--- config.mk ---
export PLATFORM = sky130hd
export DESIGN_NAME = add8_err_monitor
export DESIGN_NICKNAME = d
export VERILOG_FILES = /design/src/rtl/add8_err_pkg.sv /design/src/rtl/add8_err_calc.sv /design/src/rtl/add8_err_monitor.sv
export SDC_FILE = /design/constraint.sdc
export NUM_CORES = 1
export LEC_CHECK = 0
export BUFFER_PORTS_ARGS = -buffer_cell sky130_fd_sc_hd__buf_2
export CAP_MARGIN = 20
export CORE_MARGIN = 1
export CORE_UTILIZATION = 35
export CTS_CLUSTER_SIZE = 14
export DETAILED_ROUTE_END_ITERATION = 10
export PLACE_DENSITY = 0.6
export SLEW_MARGIN = 20
export SYNTH_ARGS = -nofsm -noshare
export SYNTH_HDL_FRONTEND = slang
export SYNTH_HIERARCHICAL = 1
export SYNTH_SLANG_ARGS = --single-unit
--- constraint.sdc ---
create_clock -name clk -period 12.1 [get_ports clk]
set_clock_uncertainty 0.05 [all_clocks]
set_input_delay 2.42 -clock clk [delete_from_list [all_inputs] [get_ports clk]]
set_output_delay 2.42 -clock clk [all_outputs]
set_load 0.02 [all_outputs]
--- src/rtl/add8_err_pkg.sv ---
// Shared types, widths and the saturating adder used by the add8 error monitor.
package add8_err_pkg;

    typedef enum logic [1:0] {IDLE, RUN, DRAIN, DONE} state_t;

    localparam int ERR_W = 9;
    localparam int SQ_W  = 18;
    localparam int HDS_W = 4;

    // Adds inc to acc and clamps at 2**w-1; callers cast the result back to w bits.
    function automatic logic [63:0] sat_add(input logic [63:0] acc, input logic [63:0] inc, input int w);
        logic [64:0] sum;
        logic [64:0] lim;
        sum = {1'b0, acc} + {1'b0, inc};
        lim = (65'd1 << w) - 65'd1;
        return (sum > lim) ? lim[63:0] : sum[63:0];
    endfunction

endpackage

--- src/rtl/add8_err_calc.sv ---
// Combinational error terms of an N-bit approximate adder against its exact sum.
module add8_err_calc #(
    parameter int N = 8
) (
    input  logic [N-1:0]               i_a,
    input  logic [N-1:0]               i_b,
    input  logic [N:0]                 i_o_apx,
    output logic [N:0]                 o_abs,
    output logic [2*N+1:0]             o_sq,
    output logic [$clog2(N+2)-1:0]     o_hd,
    output logic                       o_nz
);

    logic [N:0]   w_exact;
    logic [N+1:0] w_diff;
    logic [N+1:0] w_neg;

    assign w_exact = (N+1)'(i_a) + (N+1)'(i_b);
    // One extra bit keeps the difference signed; |diff| always fits in N+1 bits.
    assign w_diff  = {1'b0, i_o_apx} - {1'b0, w_exact};
    assign w_neg   = -w_diff;
    assign o_abs   = w_diff[N+1] ? w_neg[N:0] : w_diff[N:0];
    assign o_sq    = (2*N+2)'(o_abs) * (2*N+2)'(o_abs);
    assign o_hd    = ($clog2(N+2))'($countones(i_o_apx ^ w_exact));
    assign o_nz    = |o_abs;

endmodule

--- src/rtl/add8_err_monitor.sv ---
// Run controller and saturating metric accumulators downstream of an 8-bit approximate adder.
module add8_err_monitor
    import add8_err_pkg::*;
#(
    parameter int CNT_W = 32,
    parameter int SAE_W = 42,
    parameter int SSE_W = 50,
    parameter int HD_W  = 38
) (
    input  logic             clk,
    input  logic             rst,
    input  logic             start,
    input  logic             abort,
    input  logic [CNT_W-1:0] sample_target,
    input  logic             in_valid,
    output logic             in_ready,
    input  logic [7:0]       A,
    input  logic [7:0]       B,
    input  logic [8:0]       O_apx,
    output logic             busy,
    output logic             done,
    output logic [CNT_W-1:0] n_samples,
    output logic [CNT_W-1:0] n_err,
    output logic [SAE_W-1:0] sae,
    output logic [SSE_W-1:0] sse,
    output logic [ERR_W-1:0] wce,
    output logic [HD_W-1:0]  hd_sum
);

    // state | meaning
    // IDLE  | no run, in_ready low
    // RUN   | accepting until target samples taken
    // DRAIN | waiting for the last sample to reach the accumulators
    // DONE  | results stable, done high
    state_t             r_state;
    logic [CNT_W-1:0]   r_target;
    logic [CNT_W-1:0]   r_accepted;
    logic               r_in_ready;
    logic               r_busy;
    logic               r_done;

    logic               r_s1_valid;
    logic [ERR_W-1:0]   r_s1_abs;
    logic [SQ_W-1:0]    r_s1_sq;
    logic [HDS_W-1:0]   r_s1_hd;
    logic               r_s1_nz;

    logic [CNT_W-1:0]   r_n_samples;
    logic [CNT_W-1:0]   r_n_err;
    logic [SAE_W-1:0]   r_sae;
    logic [SSE_W-1:0]   r_sse;
    logic [ERR_W-1:0]   r_wce;
    logic [HD_W-1:0]    r_hd_sum;

    logic [ERR_W-1:0]   w_abs;
    logic [SQ_W-1:0]    w_sq;
    logic [HDS_W-1:0]   w_hd;
    logic               w_nz;
    logic               w_hs;
    logic [CNT_W-1:0]   w_accepted_nxt;
    logic               w_clear;
    logic               w_acc_en;

    add8_err_calc #(.N(8)) u_calc (
        .i_a     (A),
        .i_b     (B),
        .i_o_apx (O_apx),
        .o_abs   (w_abs),
        .o_sq    (w_sq),
        .o_hd    (w_hd),
        .o_nz    (w_nz)
    );

    assign w_hs           = in_valid & r_in_ready;
    assign w_accepted_nxt = r_accepted + CNT_W'(1);
    assign w_clear        = start & ~abort & ((r_state == IDLE) || (r_state == DONE));
    assign w_acc_en       = r_s1_valid & ~abort;

    always_ff @(posedge clk or posedge rst) begin
        if (rst) begin
            r_state    <= IDLE;
            r_target   <= '0;
            r_accepted <= '0;
            r_in_ready <= 1'b0;
            r_busy     <= 1'b0;
            r_done     <= 1'b0;
            r_s1_valid <= 1'b0;
            r_s1_abs   <= '0;
            r_s1_sq    <= '0;
            r_s1_hd    <= '0;
            r_s1_nz    <= 1'b0;
        end else begin
            r_s1_valid <= w_hs & ~abort;
            if (w_hs) begin
                r_s1_abs <= w_abs;
                r_s1_sq  <= w_sq;
                r_s1_hd  <= w_hd;
                r_s1_nz  <= w_nz;
            end
            if (abort) begin
                r_state    <= IDLE;
                r_in_ready <= 1'b0;
                r_busy     <= 1'b0;
                r_done     <= 1'b0;
            end else begin
                case (r_state)
                    IDLE, DONE: begin
                        if (start) begin
                            r_state    <= (sample_target == '0) ? DRAIN : RUN;
                            r_target   <= sample_target;
                            r_accepted <= '0;
                            r_in_ready <= (sample_target != '0);
                            r_busy     <= 1'b1;
                            r_done     <= 1'b0;
                        end
                    end
                    RUN: begin
                        if (w_hs) begin
                            r_accepted <= w_accepted_nxt;
                            if (w_accepted_nxt == r_target) begin
                                r_in_ready <= 1'b0;
                                r_state    <= DRAIN;
                            end
                        end
                    end
                    DRAIN: begin
                        if (!r_s1_valid) begin
                            r_state <= DONE;
                            r_busy  <= 1'b0;
                            r_done  <= 1'b1;
                        end
                    end
                    default: r_state <= IDLE;
                endcase
            end
        end
    end

    always_ff @(posedge clk or posedge rst) begin
        if (rst) begin
            r_n_samples <= '0;
            r_n_err     <= '0;
            r_sae       <= '0;
            r_sse       <= '0;
            r_wce       <= '0;
            r_hd_sum    <= '0;
        end else if (w_clear) begin
            r_n_samples <= '0;
            r_n_err     <= '0;
            r_sae       <= '0;
            r_sse       <= '0;
            r_wce       <= '0;
            r_hd_sum    <= '0;
        end else if (w_acc_en) begin
            r_n_samples <= CNT_W'(sat_add(64'(r_n_samples), 64'd1, CNT_W));
            r_n_err     <= CNT_W'(sat_add(64'(r_n_err), 64'(r_s1_nz), CNT_W));
            r_sae       <= SAE_W'(sat_add(64'(r_sae), 64'(r_s1_abs), SAE_W));
            r_sse       <= SSE_W'(sat_add(64'(r_sse), 64'(r_s1_sq), SSE_W));
            r_hd_sum    <= HD_W'(sat_add(64'(r_hd_sum), 64'(r_s1_hd), HD_W));
            if (r_s1_abs > r_wce) begin
                r_wce <= r_s1_abs;
            end
        end
    end

    assign in_ready  = r_in_ready;
    assign busy      = r_busy;
    assign done      = r_done;
    assign n_samples = r_n_samples;
    assign n_err     = r_n_err;
    assign sae       = r_sae;
    assign sse       = r_sse;
    assign wce       = r_wce;
    assign hd_sum    = r_hd_sum;

endmodule

==> results.json <==
{
  "status": "complete, no violations",
  "drv_cap": 0,
  "whs_ns": 0.441,
  "crit_start": "A[0]",
  "hold_path_class": "flop to flop",
  "hold_buffers": 0,
  "grt_antenna_before_repair": 0,
  "worstHoldStart": "sae[0]",
  "synth_top_flop_cell": "dfrtp_1",
  "rsz0062_at_grt": "no",
  "final_cells": 3716,
  "placementRows": 91,
  "total_power_uw": 7890,
  "endpoint_kind": "flop",
  "avgSynthCellArea_um2": 8.32,
  "top_usage_layer": "met2",
  "max_freq_mhz": 105,
  "power_density_mw_per_mm2": 309,
  "max-slew-margin-rel_pct": 27.2,
  "die_w_um": 253,
  "grt_pass1_wl_um": 106000,
  "mostFrequentLayoutCells": "455 x nand2_1, 305 x dfrtp_1, 267 x buf_2",
  "cp_data_arrival_time_ns": 9.93,
  "critPathMaxFanout": 13,
  "reg2reg_depth": 13,
  "synth_top_area_share_pct": 34.6,
  "vias": 20200,
  "synthArstFlopShare_pct": 100,
  "drt-total-wl_um": 66800,
  "fin_util_pct": 41.1,
  "peakVddDrop_mv": 0.658,
  "cts_setup_buffers": 0,
  "io_pins": 268,
  "synth_area_leaders": "dfrtp_1 35%, nand2_1 7.8%, o21ai_0 6.0%",
  "num-nets-final": 3059,
  "grt_pass1_vias": 19100,
  "p_leak_uw": 0.0118,
  "crit_type": "input port to flop",
  "ctsResizeCount": 0,
  "min_period_ns": 9.54,
  "cts_root_buf": "clkbuf_16",
  "die_area_mm2": 0.0641,
  "synth_area_leader_cell": "dfrtp_1",
  "cts_buffers": 40,
  "ys_ff_latch": 305,
  "final-hold-violation-count": 0,
  "core_area_mm2": 0.0621,
  "post-route-period-util_pct": 78.9,
  "finalSetupTns_ns": 0,
  "final_layout_size_suffix_gt1_share_pct": 15.7,
  "tritoncts": "done",
  "max_stage_delay_ns": 0.55,
  "yosysWarnings": 6,
  "hpwlAfterDp_um": 47200,
  "startpoint_type": "input port",
  "worst_slew_pin_slew_ns": 1.08,
  "grt_start_max_net_pins": 119,
  "dr.first_iter.drc_count": 1184,
  "synth_fp_nets": 2860,
  "clock_latency_ns": 0.56,
  "synthToLayoutAreaGrowth_pct": 15.5,
  "dr.pass1.iters": 5,
  "r2r_start": "r_s1_sq[0]",
  "gr-usage-met3_pct": 3.14,
  "io_buffers": 267,
  "clk_pin_slew_ns": 0.06,
  "dp_cells": 3646,
  "grt_use_total_pct": 20.6,
  "final_common_cell": "nand2_1",
  "cts_sinks": 305,
  "grt_util_met2_pct": 33.3,
  "cts-htree-levels": 2,
  "synth-seq-area-share_pct": 34.6,
  "required_ns": 12.49,
  "die_y_um": 253,
  "wl_per_cell_um": 18.0,
  "ant_nets": 0,
  "ff2ff_setup_slack_ns": 7.60,
  "grt_overflow": 0,
  "crit_slowest_cell": "fa_1",
  "synth_area_mm2": 0.0221,
  "synthCells": 2652,
  "viasPerCell": 5.44,
  "drc": 0,
  "gr-usage-met1_pct": 28.4,
  "clockBufferDepth": 3,
  "finalSetupViolations": 0,
  "crit_end": "r_s1_sq[17]",
  "final-max-slew-violation-count": 0,
  "synth_edf_count": 0,
  "start_util_pct": 35.6,
  "routabilityCongestion": 0.864,
  "reg2reg_to": "sse[29]",
  "diodes": 0,
  "ys_types": 103
}
[layer usage]
layer  part of all wire (%)  wire length, um
met1                     46            30600
met2                     46            30800
met3                    5.4             3610
met4                    2.6             1710
met5                      0                0
[synth_stat cells, types with 47 or more instances]
master and n:
nand2_1 458, dfrtp_1 305, o21ai_0 265, inv_1 173
nor2_1 133, a21oi_1 126, clkbuf_1 105, ha_1 102
nand3_1 101, xnor2_1 69, nor3_1 47, o31ai_1 47
[how the worst min path moves through the flow]
stage	to	slack (ns)	cells past startpoint
2_1_floorplan	r_target[14]	0.42	2
3_3_place_gp	r_target[16]	0.43	2
3_5_place_dp	sae[0]	0.43	2
4_1_cts	sae[0]	0.45	2
5_1_grt	sae[6]	0.46	2
6_report	sae[0]	0.44	2
[where the power goes]
| group | internal (uW) | switching [uW] | leakage (uW) | total (uW) |
|---|---|---|---|---|
| Combinational | 2350 | 2960 | 0.00703 | 5310 |
| Clock | 761 | 489 | 0.000658 | 1250 |
| Sequential | 1180 | 158 | 0.00414 | 1330 |
| Total | 4290 | 3600 | 0.0118 | 7890 |
[layout make-up]
cell class	count	area [um^2]
clock buffer	56	1130
timing repair buffer	285	1470
fill	6335	36600
clock inverter	14	226
tap	837	1050
inverter	178	678
sequential	305	7630
multi-input combinational	2041	13300
[kinds of logic (layout without fill, tap and decap cells)]
| logic type | count (synthesis) | after routing | share of synthesized area [%] |
|---|---|---|---|
| compound gates | 732 | 732 | 21.1 |
| xor+xnor | 106 | 106 | 4.68 |
| fa+ha+maj | 146 | 146 | 9.77 |
| buf+inv | 306 | 533 | 5.49 |
| flops | 305 | 305 | 34.6 |
| mux | 52 | 52 | 2.57 |
| other cells | 1 | 1 | 0.0170 |
| simple gates | 1004 | 1004 | 21.8 |
[worst max-delay path, delay by kind of cell]
kind	cells	cell delay (ns)
fa+ha+maj	8	3.29
mux	1	0.25
buf+inv	6	0.43
simple gates	4	0.64
compound gates	12	2.14
xor+xnor	3	0.76
[flip-flops by register name (all words and copies together), names as in the netlist]
name and flops:
sse 50, sae 42, hd_sum 38, n_err 32, n_samples 32, r_accepted 32
r_target 32, r_s1_sq 18, r_s1_abs 9, wce 9, r_s1_hd 4, r_state 2
busy 1, done 1, in_ready 1, r_s1_nz 1, r_s1_valid 1
[stage by stage]
stage	area (um^2)	worst slack, ns
3_5_place_dp	24100	1.97
2_1_floorplan	22100	1.20
3_3_place_gp	24100	2.04
4_1_cts	25500	2.56
5_1_grt	25500	1.91
6_report	25500	2.56
No activity file was read; power rests on OpenSTA's default activity.
